$ cat src/rtl/ser_pkg.sv
// -----------------------------------------------------------------------------
// ser_pkg
// Shared widths and the state encoding for the parallel-to-serial stage.
//   DATA_W : width of the parallel word
//   SEL_W  : width of the mux8 bit select
//   GAP_W  : width of the inter-frame gap counter (gap lengths 0..15)
//   state_e: serializer FSM states
// -----------------------------------------------------------------------------
package ser_pkg;

   localparam int unsigned DATA_W = 8;
   localparam int unsigned SEL_W  = 3;
   localparam int unsigned GAP_W  = 4;

   typedef enum logic [1:0] {
      IDLE  = 2'd0,
      SHIFT = 2'd1,
      GAP   = 2'd2
   } state_e;

endpackage : ser_pkg

$ cat src/rtl/mux8.sv
// -----------------------------------------------------------------------------
// mux8
// Plain 8:1 combinational multiplexer.
//   sel    : 3-bit select
//   d0..d7 : data inputs
//   y      : selected input (d<sel>)
// -----------------------------------------------------------------------------
module mux8
   import ser_pkg::*;
(
   input  logic [SEL_W-1:0] sel,
   input  logic             d0,
   input  logic             d1,
   input  logic             d2,
   input  logic             d3,
   input  logic             d4,
   input  logic             d5,
   input  logic             d6,
   input  logic             d7,
   output logic             y
);

   always_comb begin
      unique case (sel)
         3'd0:    y = d0;
         3'd1:    y = d1;
         3'd2:    y = d2;
         3'd3:    y = d3;
         3'd4:    y = d4;
         3'd5:    y = d5;
         3'd6:    y = d6;
         default: y = d7;
      endcase
   end

endmodule : mux8

$ cat src/rtl/mux8_serializer.sv
// -----------------------------------------------------------------------------
// mux8_serializer
// Accepts an 8-bit word over valid/ready, holds it, and walks a 3-bit select
// through mux8 so the word leaves one bit per cycle, with frame start/end flags.
//   clk        : clock, rising edge
//   reset      : synchronous, active-low reset
//   din        : parallel word
//   din_valid  : din holds a valid word
//   din_ready  : a word can be accepted this cycle
//   sout       : serial bit (0 whenever sout_valid is low)
//   sout_valid : sout carries a frame bit
//   sof / eof  : first / last bit of the frame
//   busy       : FSM is not in IDLE
// Parameters:
//   MSB_FIRST  : 1 = bit 7 first, 0 = bit 0 first
//   GAP_CYCLES : idle cycles forced between frames (0..15)
// -----------------------------------------------------------------------------
module mux8_serializer
   import ser_pkg::*;
#(
   parameter bit          MSB_FIRST  = 1'b1,
   parameter int unsigned GAP_CYCLES = 0
) (
   input  logic              clk,
   input  logic              reset,
   input  logic [DATA_W-1:0] din,
   input  logic              din_valid,
   output logic              din_ready,
   output logic              sout,
   output logic              sout_valid,
   output logic              sof,
   output logic              eof,
   output logic              busy
);

   localparam logic [SEL_W-1:0] SEL_FIRST = MSB_FIRST ? SEL_W'(7) : SEL_W'(0);
   localparam logic [SEL_W-1:0] SEL_LAST  = MSB_FIRST ? SEL_W'(0) : SEL_W'(7);

   state_e             state_q, state_d;
   logic [DATA_W-1:0]  hold_q,  hold_d;
   logic [SEL_W-1:0]   sel_q,   sel_d;
   logic [GAP_W-1:0]   gap_q,   gap_d;
   logic               mux_y;

   // NOTE: state uses non-blocking assignments so every register samples the
   // pre-edge values of the others, independent of statement order.
   always_ff @(posedge clk) begin
      if (!reset) begin
         state_q <= IDLE;
         // NOTE: the hold register is a single word, not a memory array, so it
         // is cheap to clear and gives a known value on the mux inputs.
         hold_q  <= '0;
         sel_q   <= SEL_FIRST;
         gap_q   <= '0;
      end else begin
         state_q <= state_d;
         hold_q  <= hold_d;
         sel_q   <= sel_d;
         gap_q   <= gap_d;
      end
   end

   always_comb begin
      // NOTE: every output of this block gets a default first, so no path
      // through the case leaves a signal unassigned and no latch is inferred.
      state_d    = state_q;
      hold_d     = hold_q;
      sel_d      = sel_q;
      gap_d      = gap_q;
      din_ready  = 1'b0;
      sout_valid = 1'b0;
      sof        = 1'b0;
      eof        = 1'b0;

      unique case (state_q)
         IDLE: begin
            din_ready = 1'b1;
            if (din_valid) begin
               hold_d  = din;
               sel_d   = SEL_FIRST;
               state_d = SHIFT;
            end
         end

         SHIFT: begin
            sout_valid = 1'b1;
            // sel is reloaded at every frame start and steps monotonically,
            // so its value alone identifies the first and last bit.
            sof = (sel_q == SEL_FIRST);
            eof = (sel_q == SEL_LAST);
            if (sel_q == SEL_LAST) begin
               if (GAP_CYCLES == 0) begin
                  // Ready on the last bit so a waiting word follows with no bubble.
                  din_ready = 1'b1;
                  if (din_valid) begin
                     hold_d = din;
                     sel_d  = SEL_FIRST;
                  end else begin
                     state_d = IDLE;
                  end
               end else begin
                  state_d = GAP;
                  gap_d   = GAP_W'(GAP_CYCLES);
               end
            end else begin
               sel_d = MSB_FIRST ? (sel_q - SEL_W'(1)) : (sel_q + SEL_W'(1));
            end
         end

         GAP: begin
            gap_d = gap_q - GAP_W'(1);
            if (gap_q == GAP_W'(1)) begin
               state_d = IDLE;
            end
         end

         default: state_d = IDLE;
      endcase
   end

   mux8 u_mux8 (
      .sel (sel_q),
      .d0  (hold_q[0]),
      .d1  (hold_q[1]),
      .d2  (hold_q[2]),
      .d3  (hold_q[3]),
      .d4  (hold_q[4]),
      .d5  (hold_q[5]),
      .d6  (hold_q[6]),
      .d7  (hold_q[7]),
      .y   (mux_y)
   );

   // Held data would otherwise leak onto the line outside a frame.
   assign sout = mux_y & sout_valid;
   assign busy = (state_q != IDLE);

endmodule : mux8_serializer

$ cat config.mk
export PLATFORM = sky130hd
export DESIGN_NAME = mux8_serializer
export DESIGN_NICKNAME = d
export VERILOG_FILES = /design/src/rtl/ser_pkg.sv /design/src/rtl/mux8.sv /design/src/rtl/mux8_serializer.sv
export SDC_FILE = /design/constraint.sdc
export NUM_CORES = 1
export LEC_CHECK = 0
export ABC_AREA = 1
export BUFFER_PORTS_ARGS = -buffer_cell sky130_fd_sc_hd__buf_2
export CAP_MARGIN = 20
export CORE_MARGIN = 4
export CORE_UTILIZATION = 45
export CTS_CLUSTER_DIAMETER = 100
export DETAILED_ROUTE_END_ITERATION = 8
export HOLD_SLACK_MARGIN = 0.03
export PLACE_DENSITY_LB_ADDON = 0.08
export SLEW_MARGIN = 10
export SYNTH_ARGS = -nofsm -noshare
export SYNTH_HDL_FRONTEND = slang
export SYNTH_HIERARCHICAL = 1
export SYNTH_SLANG_ARGS = --single-unit
export TNS_END_PERCENT = 100
$ cat constraint.sdc
create_clock -name clk -period 1.4 [get_ports clk]
set_clock_uncertainty 0.15 [all_clocks]
set_input_delay 0.07 -clock clk [delete_from_list [all_inputs] [get_ports clk]]
set_output_delay 0.07 -clock clk [all_outputs]
set_load 0.02 [all_outputs]
==> out/results.txt <==
Outcome: complete, but fails checks
Failing checks: negative setup slack
Leakage: 0.551 nW
Final setup margin: -151 ps
Inserted Clock Buffers: 3
Metal2 WL: 861 um
TritonCTS sink count: 12
Fin. Hold Viols: 0
Count leader, synth: nand2_1
FP Rows: 13
Top sig layer: met4
Reg clk slew, reported paths: 80 ps
Crit-path cells: buf_6 > buf_4 > ha_1 > nand2_1 > nor2_1 > buf_4
R2R depth: 6
Fin Setup TNS: -392 ps
Die span in y: 47.1 um
Initial antenna violation count: 0
Synth area leaders: dfxtp_1 35%, nand2_1 14%, nand3_1 12%
Yosys warns: 6
Clock buffer depth: 2
Stages on the worst setup path: 6
Seq/Total Area, Yosys: 34.8%
Maximum Capacitance Violations: 0
Drt drc: 0
Synth async-reset ratio: 0%
Worst-path maximum fanout: 7
Total power: 832 uW
XOR/XNOR Fraction of Synth Area: 0%
DR iter-0 viols: 23
Post-synthesis simple-gate area fraction: 34.7%
Gr usage total: 19.5%
WP data required: 1180 ps
Crit path top cell by count: buf_4
Die X: 47.1 um
Clock latency at the later pin of the worst-skew pair: 280 ps
Placed Instance Area: 787 um2
Routed WL: 1740 um
Area Overhead vs Synth: 44.5%
Post-synth top cells: 26 x nand2_1, 17 x nand3_1, 16 x inv_1, 12 x dfxtp_1, 11 x a21oi_1
Die area: 2220 um2
Worst Max-Slew Pin Slew: 307 ps
Pwr per Cell Area: 835 nW/um2
Number of flops mapped to enable cells by yosys: 0
Worst hold path class: input pin to flip-flop
DP Wirelength: 1120 um
Met1 WL: 718 um
I/O Buffers: 16
Global placement routability congestion: 0.751
Synth cell types: 14
Pin count of the biggest net entering global routing: 23
Worst setup SP type: flip-flop
Reg2Reg Setup Slack: 160 ps
Synth Instances: 106
Rel. slew slack: 79.5%
Crit path max-delay family: buffers and inverters
I/O pin cnt: 17
Max incr delay on CP: 360 ps
Routed wl met3: 123 um
Hold Startpoint: din_valid
Post-synthesis compound-gate area fraction: 7.99%
Crit path time final: 1550 ps
Starting Density: 50.5%
RSZ-0062 raised after global routing: yes
Slew Viols, Final: 0
H-tree levels: 1
N_diodes: 0
Vias per cell: 5.13
Crit Path Category: flip-flop to primary output
Largest area contributor in the netlist: dfxtp_1
Vias in the first global route: 653
Syn nets: 120
Design Area, Final: 996 um2
Total grt overflow: 0
# placed instances: 137
Critical R2R Capture: hold_q[7]
Syn Area/Cell: 6.50 um2
Adder-Cell Fraction of Synth Area: 5.44%
Cell Area, Synth: 689 um2
Root Driver: clkbuf_4
Final Net Count: 151
Total number of vias: 775
Ys flop type: dfxtp_1
Reg-to-Reg Start: sel_q[0]
Fin Hold WS: 68.5 ps
Worst Path Buf+Inv: 3
Critical path's slowest cell: dfxtp_4
Antenna Nets Post-Route: 0
Final Cycle Share: 111%
Global-route wire length before repair: 2930 um
Post-Layout Cell Count: 151
Post-synthesis mux area share: 0%
Crit path launch: sel_q[0]
Post-synth top area share: 34.8%
Critical Path End Type: primary output
Max VDD drop: 0.784 mV
Yosys reg bits: 12
Drt pass-1 iters: 4
Maximum clock frequency: 645 MHz
Crit path DAT: 1330 ps
Worst setup path end: sof
Largest family of logic cells by synthesized area: simple AND/OR/NAND/NOR gates
CTS tree: done
Wire length per cell: 11.5 um
Area of the core: 1370 um2
Share of layout cells above drive strength 1: 31.6%
Final setup viols: 4
-- worst min-delay path, delay by kind of cell --
kind	cells	cell delay, ps
AND/OR/NAND/NOR	2	170
buffers and inverters	1	200
-- worst min-delay path by stage --
stage	endpoint	slack [ps]	depth (start not counted)
after global placement	sel_q[1]	190	2
after global routing	sel_q[2]	90	3
after CTS	sel_q[2]	50	3
after floorplan	hold_q[0]	140	4
final	sel_q[2]	70	3
after detailed placement	sel_q[1]	190	2
-- state kept, by name, indices dropped and copies added (netlist names) --
| signal | flops |
|---|---|
| hold_q | 8 |
| sel_q | 3 |
| state_q | 1 |
-- layout make-up --
type / count / area (um2)
multi-input cells: 70 / 388
fillers: 113 / 370
flip-flops and latches: 12 / 246
repair buffers: 32 / 244
inverters: 18 / 72.6
clock buffers: 4 / 26.3
well taps: 15 / 18.8
-- cells by family (layout without fill, tap and decap cells) --
| logic type | after synthesis | in the layout |
|---|---|---|
| adder cells (fa/ha/maj) | 3 | 3 |
| flip-flops | 12 | 12 |
| AND/OR/NAND/NOR | 56 | 56 |
| buffers and inverters | 24 | 54 |
| AO/OA/AOI/OAI | 11 | 11 |
-- placed cells by master, fill, tap and decap left out, drive strengths merged --
| cell type | count |
|---|---|
| nand2 | 28 |
| buf | 23 |
| inv | 18 |
| nand3 | 17 |
| dfxtp | 12 |
| a21oi | 11 |
| nor2 | 10 |
| dlygate4sd3 | 9 |
| clkbuf | 4 |
| ha | 3 |
| nand4 | 1 |
-- per-layer routing --
layer,vias up,track usage (%)
li1,390,-
met4,0,9.94
met5,-,0
met3,4,4.60
met1,351,24.6
met2,30,30.9
-- where the power goes --
part           total, mW  internal [mW]  leakage (nW)  switching, mW
registers          0.385          0.366        0.0990         0.0191
logic              0.213          0.100         0.437          0.112
clock network      0.234          0.111        0.0150          0.124
total              0.832          0.577         0.551          0.255
-- per-stage QoR --
| step | util, % | setup slack [ps] |
|---|---|---|
| floorplan | - | 0.509 |
| global placement | 57.6 | 41.2 |
| detailed placement | 57.6 | -33.7 |
| CTS | 70.1 | -100 |
| global route | 72.9 | -202 |
| finish | 72.9 | -151 |
-- repair_timing --
| item | CTS | global route |
|---|---|---|
| buffers inserted | 0 | 1 |
| setup endpoints to repair | 14 | 4 |
| resized for setup | 16 | 9 |
| hold buffers | 9 | 0 |
| pin swaps | 5 | 3 |
| endpoints found under the hold margin | 10 | 0 |
Power figures use the tool's default switching activity.
